File: src/rtl/cache_axi_pkg.sv
// Shared definitions for the dcache write path and Cache_AXI_switch:
// write types, line geometry and the drain state encoding.
package cache_axi_pkg;

  localparam int LINE_W   = 256;
  localparam int OFFSET_W = 5;
  localparam int TAG_W    = 32 - OFFSET_W;

  localparam logic [2:0] WR_TYPE_LINE = 3'b100;
  localparam logic [2:0] WR_TYPE_WORD = 3'b010;

  typedef enum logic {
    DRAIN_IDLE = 1'b0,
    DRAIN_BUSY = 1'b1
  } drain_state_t;

endpackage

File: src/rtl/dcache_write_buffer_if.sv
// Bundles for the write buffer: dcache push/query side and switch drain side.
// On each bundle the master is the side that drives the request.
interface wb_push_if #(
  parameter int LINE_W = cache_axi_pkg::LINE_W
);
  logic              push_valid;
  logic              push_ready;
  logic [2:0]        push_type;
  logic [31:0]       push_addr;
  logic [3:0]        push_wstrb;
  logic [LINE_W-1:0] push_data;
  logic [31:0]       query_addr;
  logic              query_hit;
  logic [LINE_W-1:0] query_data;
  logic              query_conflict;
  logic              wb_empty;

  modport master (
    output push_valid, push_type, push_addr, push_wstrb, push_data, query_addr,
    input  push_ready, query_hit, query_data, query_conflict, wb_empty
  );

  modport slave (
    input  push_valid, push_type, push_addr, push_wstrb, push_data, query_addr,
    output push_ready, query_hit, query_data, query_conflict, wb_empty
  );
endinterface

interface wb_drain_if #(
  parameter int LINE_W = cache_axi_pkg::LINE_W
);
  logic              d_wr_req_o;
  logic [2:0]        d_wr_type_o;
  logic [31:0]       d_wr_addr_o;
  logic [3:0]        d_wr_wstrb_o;
  logic [LINE_W-1:0] d_wr_data_o;
  logic              d_wr_finish_i;

  modport master (
    output d_wr_req_o, d_wr_type_o, d_wr_addr_o, d_wr_wstrb_o, d_wr_data_o,
    input  d_wr_finish_i
  );

  modport slave (
    input  d_wr_req_o, d_wr_type_o, d_wr_addr_o, d_wr_wstrb_o, d_wr_data_o,
    output d_wr_finish_i
  );
endinterface

File: src/rtl/wb_addr_cam.sv
// Line-tag CAM over the write-buffer entries with age-priority select:
// newest_idx is the youngest matching line entry counting from oldest_idx.
module wb_addr_cam #(
  parameter int DEPTH = 4,
  parameter int PTR_W = $clog2(DEPTH),
  parameter int TAG_W = cache_axi_pkg::TAG_W
) (
  input  logic [TAG_W-1:0] entry_tag [DEPTH],
  input  logic [DEPTH-1:0] entry_valid,
  input  logic [DEPTH-1:0] entry_line,
  input  logic [PTR_W-1:0] oldest_idx,
  input  logic [TAG_W-1:0] match_tag,
  output logic [DEPTH-1:0] hit_vec,
  output logic             line_hit,
  output logic             word_hit,
  output logic [PTR_W-1:0] newest_idx
);

  logic [DEPTH-1:0] line_match;

  for (genvar gi = 0; gi < DEPTH; gi++) begin : g_cmp
    assign hit_vec[gi] = entry_valid[gi] && (entry_tag[gi] == match_tag);
  end

  assign line_match = hit_vec & entry_line;
  assign line_hit   = |line_match;
  assign word_hit   = |(hit_vec & ~entry_line);

  // Walk from oldest to youngest so the last match seen is the newest.
  always_comb begin
    newest_idx = oldest_idx;
    for (int age = 0; age < DEPTH; age++) begin
      if (line_match[oldest_idx + PTR_W'(age)]) begin
        newest_idx = oldest_idx + PTR_W'(age);
      end
    end
  end

endmodule

File: src/rtl/dcache_write_buffer.sv
// Posted write buffer between the dcache and the AXI switch: queues line
// evictions and word stores, coalesces same-line evictions, drains in order.
module dcache_write_buffer #(
  parameter int DEPTH  = 4,
  parameter int LINE_W = cache_axi_pkg::LINE_W
) (
  input logic        clk,
  input logic        reset,
  wb_push_if.slave   push,
  wb_drain_if.master drain
);
  import cache_axi_pkg::OFFSET_W;
  import cache_axi_pkg::TAG_W;
  import cache_axi_pkg::WR_TYPE_LINE;
  import cache_axi_pkg::drain_state_t;
  import cache_axi_pkg::DRAIN_IDLE;
  import cache_axi_pkg::DRAIN_BUSY;

  localparam int PTR_W = $clog2(DEPTH);
  localparam int CNT_W = PTR_W + 1;

  logic [DEPTH-1:0]  valid_reg;
  logic [2:0]        type_reg  [DEPTH];
  logic [31:0]       addr_reg  [DEPTH];
  logic [3:0]        wstrb_reg [DEPTH];
  logic [LINE_W-1:0] data_reg  [DEPTH];

  logic [PTR_W-1:0] head_reg, head_next;
  logic [PTR_W-1:0] tail_reg, tail_next;
  logic [CNT_W-1:0] count_reg, count_next;
  drain_state_t     state_reg, state_next;

  logic [TAG_W-1:0] entry_tag [DEPTH];
  logic [DEPTH-1:0] entry_line;
  logic [DEPTH-1:0] in_flight;
  logic [DEPTH-1:0] merge_ok;

  logic busy, pop;
  logic push_is_line, coalesce, ready;
  logic push_fire, push_alloc, push_merge;

  logic             q_line_hit, q_word_hit;
  logic [PTR_W-1:0] q_newest_idx;
  logic [DEPTH-1:0] q_hit_unused;
  logic             c_line_hit, c_word_unused;
  logic [PTR_W-1:0] c_idx;
  logic [DEPTH-1:0] c_hit_unused;
  logic [OFFSET_W-1:0] query_offset_unused;

  assign busy = (state_reg == DRAIN_BUSY);
  assign query_offset_unused = push.query_addr[OFFSET_W-1:0];

  for (genvar gi = 0; gi < DEPTH; gi++) begin : g_entry
    assign entry_tag[gi]  = addr_reg[gi][31:OFFSET_W];
    assign entry_line[gi] = (type_reg[gi] == WR_TYPE_LINE);
    assign in_flight[gi]  = busy && (head_reg == PTR_W'(gi));
  end

  // The entry on the bus is frozen; only queued lines may absorb a rewrite.
  assign merge_ok = valid_reg & ~in_flight;

  wb_addr_cam #(.DEPTH(DEPTH), .PTR_W(PTR_W), .TAG_W(TAG_W)) u_query_cam (
    .entry_tag   (entry_tag),
    .entry_valid (valid_reg),
    .entry_line  (entry_line),
    .oldest_idx  (head_reg),
    .match_tag   (push.query_addr[31:OFFSET_W]),
    .hit_vec     (q_hit_unused),
    .line_hit    (q_line_hit),
    .word_hit    (q_word_hit),
    .newest_idx  (q_newest_idx)
  );

  wb_addr_cam #(.DEPTH(DEPTH), .PTR_W(PTR_W), .TAG_W(TAG_W)) u_merge_cam (
    .entry_tag   (entry_tag),
    .entry_valid (merge_ok),
    .entry_line  (entry_line),
    .oldest_idx  (head_reg),
    .match_tag   (push.push_addr[31:OFFSET_W]),
    .hit_vec     (c_hit_unused),
    .line_hit    (c_line_hit),
    .word_hit    (c_word_unused),
    .newest_idx  (c_idx)
  );

  assign push_is_line = (push.push_type == WR_TYPE_LINE);
  assign coalesce     = push_is_line && c_line_hit;
  assign ready        = (count_reg < CNT_W'(DEPTH)) || coalesce;
  assign push_fire    = push.push_valid && ready;
  assign push_alloc   = push_fire && !coalesce;
  assign push_merge   = push_fire && coalesce;
  assign pop          = busy && drain.d_wr_finish_i;

  always_comb begin
    state_next = state_reg;
    case (state_reg)
      DRAIN_IDLE: if (count_reg != '0) state_next = DRAIN_BUSY;
      DRAIN_BUSY: if (drain.d_wr_finish_i) state_next = DRAIN_IDLE;
      default:    state_next = DRAIN_IDLE;
    endcase
  end

  always_comb begin
    head_next  = head_reg + PTR_W'(pop);
    tail_next  = tail_reg + PTR_W'(push_alloc);
    count_next = count_reg + CNT_W'(push_alloc) - CNT_W'(pop);
  end

  always_ff @(posedge clk or posedge reset) begin
    if (reset) begin
      state_reg <= DRAIN_IDLE;
      head_reg  <= '0;
      tail_reg  <= '0;
      count_reg <= '0;
    end else begin
      state_reg <= state_next;
      head_reg  <= head_next;
      tail_reg  <= tail_next;
      count_reg <= count_next;
    end
  end

  // Allocation never lands on the popping head: that would need a full buffer.
  always_ff @(posedge clk or posedge reset) begin
    if (reset) begin
      valid_reg <= '0;
      for (int i = 0; i < DEPTH; i++) begin
        type_reg[i]  <= '0;
        addr_reg[i]  <= '0;
        wstrb_reg[i] <= '0;
        data_reg[i]  <= '0;
      end
    end else begin
      for (int i = 0; i < DEPTH; i++) begin
        if (push_alloc && (tail_reg == PTR_W'(i))) begin
          valid_reg[i] <= 1'b1;
          type_reg[i]  <= push.push_type;
          addr_reg[i]  <= push.push_addr;
          wstrb_reg[i] <= push_is_line ? 4'hF : push.push_wstrb;
          data_reg[i]  <= push.push_data;
        end else if (push_merge && (c_idx == PTR_W'(i))) begin
          data_reg[i] <= push.push_data;
        end else if (pop && (head_reg == PTR_W'(i))) begin
          valid_reg[i] <= 1'b0;
        end
      end
    end
  end

  assign push.push_ready     = ready;
  assign push.query_hit      = q_line_hit;
  assign push.query_data     = q_line_hit ? data_reg[q_newest_idx] : '0;
  assign push.query_conflict = q_word_hit;
  assign push.wb_empty       = (count_reg == '0) && !busy;

  assign drain.d_wr_req_o   = busy;
  assign drain.d_wr_type_o  = busy ? type_reg[head_reg]  : '0;
  assign drain.d_wr_addr_o  = busy ? addr_reg[head_reg]  : '0;
  assign drain.d_wr_wstrb_o = busy ? wstrb_reg[head_reg] : '0;
  assign drain.d_wr_data_o  = busy ? data_reg[head_reg]  : '0;

endmodule
File: src/flat_wrapper.sv
// flat-port wrapper written by rule: the top's interface ports become plain ports
module dcache_write_buffer_flat import cache_axi_pkg::OFFSET_W; import cache_axi_pkg::TAG_W; import cache_axi_pkg::WR_TYPE_LINE; import cache_axi_pkg::drain_state_t; import cache_axi_pkg::DRAIN_IDLE; import cache_axi_pkg::DRAIN_BUSY;
#(
  parameter int DEPTH  = 4,
  parameter int LINE_W = cache_axi_pkg::LINE_W
)
  (clk, reset, push_push_valid, push_push_type, push_push_addr, push_push_wstrb, push_push_data, push_query_addr, push_push_ready, push_query_hit, push_query_data, push_query_conflict, push_wb_empty, drain_d_wr_req_o, drain_d_wr_type_o, drain_d_wr_addr_o, drain_d_wr_wstrb_o, drain_d_wr_data_o, drain_d_wr_finish_i);
  wb_push_if #(.LINE_W(LINE_W)) push_i ();
  wb_drain_if #(.LINE_W(LINE_W)) drain_i ();
  input logic clk;
  input logic reset;
  input wire logic [$bits(push_i.push_valid)-1:0] push_push_valid;
  input wire logic [$bits(push_i.push_type)-1:0] push_push_type;
  input wire logic [$bits(push_i.push_addr)-1:0] push_push_addr;
  input wire logic [$bits(push_i.push_wstrb)-1:0] push_push_wstrb;
  input wire logic [$bits(push_i.push_data)-1:0] push_push_data;
  input wire logic [$bits(push_i.query_addr)-1:0] push_query_addr;
  output wire logic [$bits(push_i.push_ready)-1:0] push_push_ready;
  output wire logic [$bits(push_i.query_hit)-1:0] push_query_hit;
  output wire logic [$bits(push_i.query_data)-1:0] push_query_data;
  output wire logic [$bits(push_i.query_conflict)-1:0] push_query_conflict;
  output wire logic [$bits(push_i.wb_empty)-1:0] push_wb_empty;
  output wire logic [$bits(drain_i.d_wr_req_o)-1:0] drain_d_wr_req_o;
  output wire logic [$bits(drain_i.d_wr_type_o)-1:0] drain_d_wr_type_o;
  output wire logic [$bits(drain_i.d_wr_addr_o)-1:0] drain_d_wr_addr_o;
  output wire logic [$bits(drain_i.d_wr_wstrb_o)-1:0] drain_d_wr_wstrb_o;
  output wire logic [$bits(drain_i.d_wr_data_o)-1:0] drain_d_wr_data_o;
  input wire logic [$bits(drain_i.d_wr_finish_i)-1:0] drain_d_wr_finish_i;
  assign push_i.push_valid = push_push_valid;
  assign push_i.push_type = push_push_type;
  assign push_i.push_addr = push_push_addr;
  assign push_i.push_wstrb = push_push_wstrb;
  assign push_i.push_data = push_push_data;
  assign push_i.query_addr = push_query_addr;
  assign push_push_ready = push_i.push_ready;
  assign push_query_hit = push_i.query_hit;
  assign push_query_data = push_i.query_data;
  assign push_query_conflict = push_i.query_conflict;
  assign push_wb_empty = push_i.wb_empty;
  assign drain_d_wr_req_o = drain_i.d_wr_req_o;
  assign drain_d_wr_type_o = drain_i.d_wr_type_o;
  assign drain_d_wr_addr_o = drain_i.d_wr_addr_o;
  assign drain_d_wr_wstrb_o = drain_i.d_wr_wstrb_o;
  assign drain_d_wr_data_o = drain_i.d_wr_data_o;
  assign drain_i.d_wr_finish_i = drain_d_wr_finish_i;
  dcache_write_buffer #(.DEPTH(DEPTH), .LINE_W(LINE_W)) u_core (.clk(clk), .reset(reset), .push(push_i), .drain(drain_i));
endmodule
File: config.mk
export PLATFORM = sky130hd
export DESIGN_NAME = dcache_write_buffer_flat
export DESIGN_NICKNAME = d
export VERILOG_FILES = /design/src/rtl/cache_axi_pkg.sv /design/src/rtl/dcache_write_buffer_if.sv /design/src/rtl/wb_addr_cam.sv /design/src/rtl/dcache_write_buffer.sv /design/src/flat_wrapper.sv
export SDC_FILE = /design/constraint.sdc
export NUM_CORES = 2
export LEC_CHECK = 0
export BUFFER_PORTS_ARGS = -buffer_cell sky130_fd_sc_hd__buf_4
export CORE_ASPECT_RATIO = 0.8
export CORE_UTILIZATION = 54
export CTS_BUF_LIST = sky130_fd_sc_hd__clkbuf_8
export DETAILED_ROUTE_END_ITERATION = 10
export HOLD_SLACK_MARGIN = 0.06
export PLACE_DENSITY = 0.79
export SLEW_MARGIN = 20
export SYNTH_ARGS = -nofsm -noshare
export SYNTH_HDL_FRONTEND = slang
export SYNTH_SLANG_ARGS = --single-unit
File: constraint.sdc
create_clock -name clk -period 36 [get_ports clk]
set_input_delay 5.4 -clock clk [delete_from_list [all_inputs] [get_ports clk]]
set_output_delay 5.4 -clock clk [all_outputs]
set_load 0.02 [all_outputs]
After elaboration in Yosys (flattened, before gate mapping)
Cells that the tools add are included.
{"block": "word_totals", "register_bits": 1192, "input_bits": 331, "out_inout_bits": 556, "wordCells": 187}
{"block": "classes", "n_addsub": 7, "order_cmp": 6, "eq_ne": 26, "mux": 62, "bitwise": 9, "reduce_logical": 53}
{"cell": "256-bit 2-to-1 mux", "n": 14}
{"cell": "256-bit binary-select mux with 2-bit select", "n": 2}
{"cell": "27-bit == test", "n": 8}
{"cell": "32-bit 2-to-1 mux", "n": 3}
{"cell": "32-bit binary-select mux with 2-bit select", "n": 1}
{"cell": "1-bit logical AND", "n": 30}
{"cell": "1-bit 2-to-1 mux", "n": 20}
{"cell": "4-bit AND", "n": 4}
{"cell": "4-bit 2-to-1 mux", "n": 4}
{"cell": "2-bit nonzero test", "n": 8}
{"cell": "3-bit == test, second input constant", "n": 5}
{"cell": "1-bit binary-select mux with 2-bit select", "n": 6}
{"cell": "2-bit == test, second input constant", "n": 6}
{"cell": "2-bit 2-to-1 mux", "n": 6}
{"cell": "4-bit OR reduction", "n": 3}
{"cell": "2-bit by 3-bit less-than comparator with 1-bit output, second input constant", "n": 3}
{"cell": "3-bit 2-to-1 mux", "n": 3}
{"cell": "4-bit binary-select mux with 2-bit select", "n": 1}
{"cell": "2-bit by 1-bit != test with 1-bit output, second input constant", "n": 4}
{"cell": "4-bit inverter", "n": 2}
{"cell": "2-bit AND reduction", "n": 4}
{"cell": "3-bit binary-select mux with 2-bit select", "n": 1}
{"cell": "2-bit by 1-bit == test with 1-bit output, second input constant", "n": 3}
{"cell": "3-bit >= comparator, second input constant", "n": 2}
{"cell": "other kinds (14)", "n": 20}

Logic depth before layout (Yosys ltp)
{"block": "depth", "ltp_word": 15, "mapped_depth": 16, "ltp_nobuf": 11}

Cells and area by module
A second synthesis with hierarchy kept.
{"block": "unflattened", "cells_unflattened": 4264, "hier_area_um2": 65331.4}
{"mod": "dcache_write_buffer", "n_inst": 1, "cells_each": 3856, "area_each_um2": 62256.0, "seq_area_each_um2": 29828.6}
{"mod": "wb_addr_cam", "n_inst": 2, "cells_each": 204, "area_each_um2": 1537.7, "seq_area_each_um2": 0.0}

Worst setup path after synthesis
Ideal clock, no wire load.
{"block": "synth_path", "path_kind": "input -> output", "from": "input push_query_addr[14]", "to": "output push_query_data[175]", "arrival_ps": 8436, "required_time_ps": 30600, "setup_slack_ps": 22164, "cell_stages": 13, "path_buffers": 4, "cell_sequence": "clkbuf_1 xnor2_1 nand4_1 nor4_1 nor3b_1 nand2_1 a31oi_1 o31a_1 clkbuf_1 clkbuf_1 buf_1 mux2i_1 o22ai_1"}
{"block": "synth_via", "elab_chain_len": 13, "elab_cells_between_ends": 24, "classes_between": "eq/ne: 4; mux: 13; bitwise: 2; reduce/logical: 5"}
{"item": "from (decl)", "line_no": "flat_wrapper.sv:17", "rtl": "input wire logic [$bits(push_i.query_addr)-1:0] push_query_addr;"}
{"item": "27-bit == test", "line_no": "wb_addr_cam.sv:22", "rtl": "assign hit_vec[gi] = entry_valid[gi] && (entry_tag[gi] == match_tag);"}
{"item": "1-bit logical AND", "line_no": "wb_addr_cam.sv:22"}
{"item": "4-bit AND *", "line_no": "wb_addr_cam.sv:25", "rtl": "assign line_match = hit_vec & entry_line;"}
{"item": "1-bit binary-select mux with 2-bit select", "line_no": "wb_addr_cam.sv:33", "rtl": "if (line_match[oldest_idx + PTR_W'(age)]) begin"}
{"item": "1-bit 2-to-1 mux (implied by the code)", "line_no": "wb_addr_cam.sv:33"}
{"item": "2-bit 2-to-1 mux (3 in a row)", "line_no": "wb_addr_cam.sv:33"}
{"item": "2-bit inverter with 3-bit output (implied by the code)", "line_no": "dcache_write_buffer.sv:152", "rtl": "assign push.query_data = q_line_hit ? data_reg[q_newest_idx] : '0;"}
{"item": "256-bit binary-select mux with 2-bit select", "line_no": "dcache_write_buffer.sv:152"}
{"item": "256-bit 2-to-1 mux (implied by the code) (2 in a row)", "line_no": "dcache_write_buffer.sv:152"}
{"item": "256-bit 2-to-1 mux *", "line_no": "dcache_write_buffer.sv:152"}
{"item": "to (decl)", "line_no": "flat_wrapper.sv:20", "rtl": "output wire logic [$bits(push_i.query_data)-1:0] push_query_data;"}
Mark *: on every way between the ends. The rest lies on a longest branch, timed or not. The select of a mux whose other input is x is not followed.

Worst setup path after layout
{"block": "layout_path", "from": "input push_query_addr[6]", "to": "output push_query_data[89]"}
Same word-level chain as after synthesis.

==> results.md <==
- Starting Density: 54.6%
- IR drop worst, VDD: 0.0671 mV
- Count leader, synth: dfrtp_1
- Worst setup path endpoint: push_query_data[89]
- Worst Max-Slew Pin Slew: 1230 ps
- Hold_buf cts: 0
- Top cells by area, synth: dfrtp_1, mux2_2, mux4_2, mux2i_1, mux2_1
- Synth async-reset ratio: 100%
- Run status: complete, no violations
- Worst EP required: 30600 ps
- Die W: 387 um
- Power per cell area: 99.1 nW/um2
- Core ar.: 117000 um2
- CP Data Arrival Time: 13220 ps
- Placer congestion estimate: 0.986
- CTS sink cnt: 1192
- Vias in the first global route: 45.0k
- Final nets: 5783
- Vias per cell: 6.16
- Largest net degree at the start of global routing: 184
- Unique masters post-synth: 61
- CTS H-tree depth: 4
- Yosys warns: 0
- Final setup TNS: 0 ps
- Drt pass-1 iters: 5
- CP Launch Point: push_query_addr[6]
- TritonCTS clock tree: yes
- Max incr delay on CP: 1010 ps
- RSZ-0062 raised after global routing: no
- Crit Path Max Fanout: 134
- Synth top area share: 46.7%
- Max clock buf depth: 3
- Synth Instances: 4708
- Critical path's slowest cell: buf_4
- Max Transition Viols Final: 0
- GR Overflow Total: 0
- Final core occ: 64.2%
- Total global routing track utilization: 31.4%
- Post-cts resize count: 0
- CP Class: in2out
- Post-synthesis cell type with the largest combined area: dfrtp_1
- Post-synth top flop: dfrtp_1
- Detail Placement HPWL: 125000 um
- Remaining DRCs: 0
- Pleak: 0.0335 uW
- Root Buffer: clkbuf_8
- Post-Route WL: 191000 um
- Area grow syn2layout: 17.5%
- Cell chain of the critical path: buf_4 -> xnor2_1 -> nand4_1 -> nor4_1 -> nor3b_1 -> nand2_1 -> a31oi_1 -> o31a_2 -> buf_4 -> buf_4 -> buf_12 -> buf_4 -> mux2i_1 -> o22ai_1 -> buf_4
- Layout cells sized above 1: 40.7%
- Reg2Reg Setup Slack: 28090 ps
- Origin of the critical flop-to-flop path: u_core.head_reg[0]
- Critical path capture point type: output port
- DR vias: 44.1k
- Min-delay worst type: reg2reg
- Period utilization: 51.7%
- Initial antenna violation count: 34
- Post-synth EDFFs: 0
- Slew headroom: 18.1%
- Die area: 120000 um2
- Worst clock skew: 46.4 ps
- Critical path's most frequent cell: buf_4
- Setup Buffers After CTS: 0
- Min Tclk post-route: 18620 ps
- Max reg flops: 1024
- Fmax: 53.7 MHz
- #FFs+latches synth: 1192
- Violation count after the first detailed-route iteration: 3059
- Post-synthesis sequential area ratio: 46.7%
- Port Buf Inserts: 881
- Net Count, Synth: 5048
- DIE HEIGHT: 310 um
- Num CTS Buffers: 188
- WL per Instance: 26.7 um
- Number of max-cap violations: 0
- Worst skew pair latency: 940 ps
- Global-route wire length before repair: 287000 um
- I/O pin count: 887
- Clock transition at the registers of the reported paths: 60 ps
- Startpoint types: input pin
- Mapped cell area: 63900 um2
- Post-synthesis average cell area: 13.6 um2
- Endpoints failing hold: 0
- Post-DRT Antenna Nets: 0
- Rows: 112
- Worst reg2reg path endpoint: u_core.data_reg[137]
- R2R cell count: 16
- Final setup viols: 0
- Post-synth top cells: dfrtp_1, mux2_2, mux2i_1
worst max-delay path, delay by kind of cell:
| kind | cells | cell delay, ps |
|---|---|---|
| mux | 1 | 190 |
| xor+xnor | 1 | 380 |
| compound gates | 3 | 1340 |
| simple gates | 4 | 1570 |
| buf+inv | 6 | 3870 |
per-layer routing:
metal | global-route usage, % | up-vias | part of all wire [%]
met2 | 48.2 | 1605 | 47
met5 | 0 | - | 0.041
met1 | 41.5 | 23100 | 41
met4 | 15.5 | 12 | 4.4
met3 | 8.49 | 402 | 7.9
li1 | - | 19000 | -
layout make-up:
cell class,instances,area [um2]
Clock inverter,87,519
Tap cell,1539,1930
Fill cell,8795,41900
Clock buffer,246,3390
Timing Repair Buffer,947,7220
Antenna cell,28,70.1
Sequential cell,1192,29800
Inverter,9,37.5
Multi-Input combinational cell,3105,32100
logic make-up (layout without fill, tap and decap cells):
family,Yosys count,in the layout,share of synthesized area (%)
mux,1936,1936,38.3
simple gates,641,641,5.63
xor+xnor,219,219,3.00
flops,1192,1192,46.7
compound gates,300,300,3.01
other cells,0,28,0
fa+ha+maj,9,9,0.188
buf+inv,411,1289,3.18
layout by cell type, fill, tap and decap left out, drive strengths merged, types with 166 or more instances in the layout:
master,count
mux2,1125
clkbuf,246
mux2i,516
and2,297
o22ai,256
buf,947
mux4,295
xnor2,168
dfrtp,1192
nand2,166
power by group:
group	internal (uW)	switching [uW]
registers	2030	574
logic	1920	1730
clock network	634	561
total	4580	2870
worst min path at each step:
stage                         from  slack [ps]                  end  depth (start not counted)
6_report       u_core.addr_reg[33]         480  u_core.addr_reg[33]                          2
5_1_grt        u_core.addr_reg[32]         510  u_core.addr_reg[32]                          2
4_1_cts        u_core.addr_reg[33]         480  u_core.addr_reg[33]                          2
3_5_place_dp    u_core.addr_reg[1]         470   u_core.addr_reg[1]                          2
3_3_place_gp    u_core.addr_reg[0]         460   u_core.addr_reg[0]                          2
2_1_floorplan  u_core.addr_reg[32]         440  u_core.addr_reg[32]                          2
stage by stage:
stage | setup slack [ps] | hold WS (ps) | cell area, um2 | cells | total power [uW]
after floorplan | 14140 | 440 | 63900 | 4708 | 5080
after global placement | 17760 | 458 | 71100 | 6792 | 6130
after detailed placement | 17700 | 467 | 71100 | 6792 | 6240
after CTS | 17690 | 475 | 75000 | 7125 | 7450
after global routing | 17290 | 508 | 75100 | 7153 | 7830
final | 17380 | 476 | 75100 | 7153 | 7440
(Power assumes the default switching activity.)
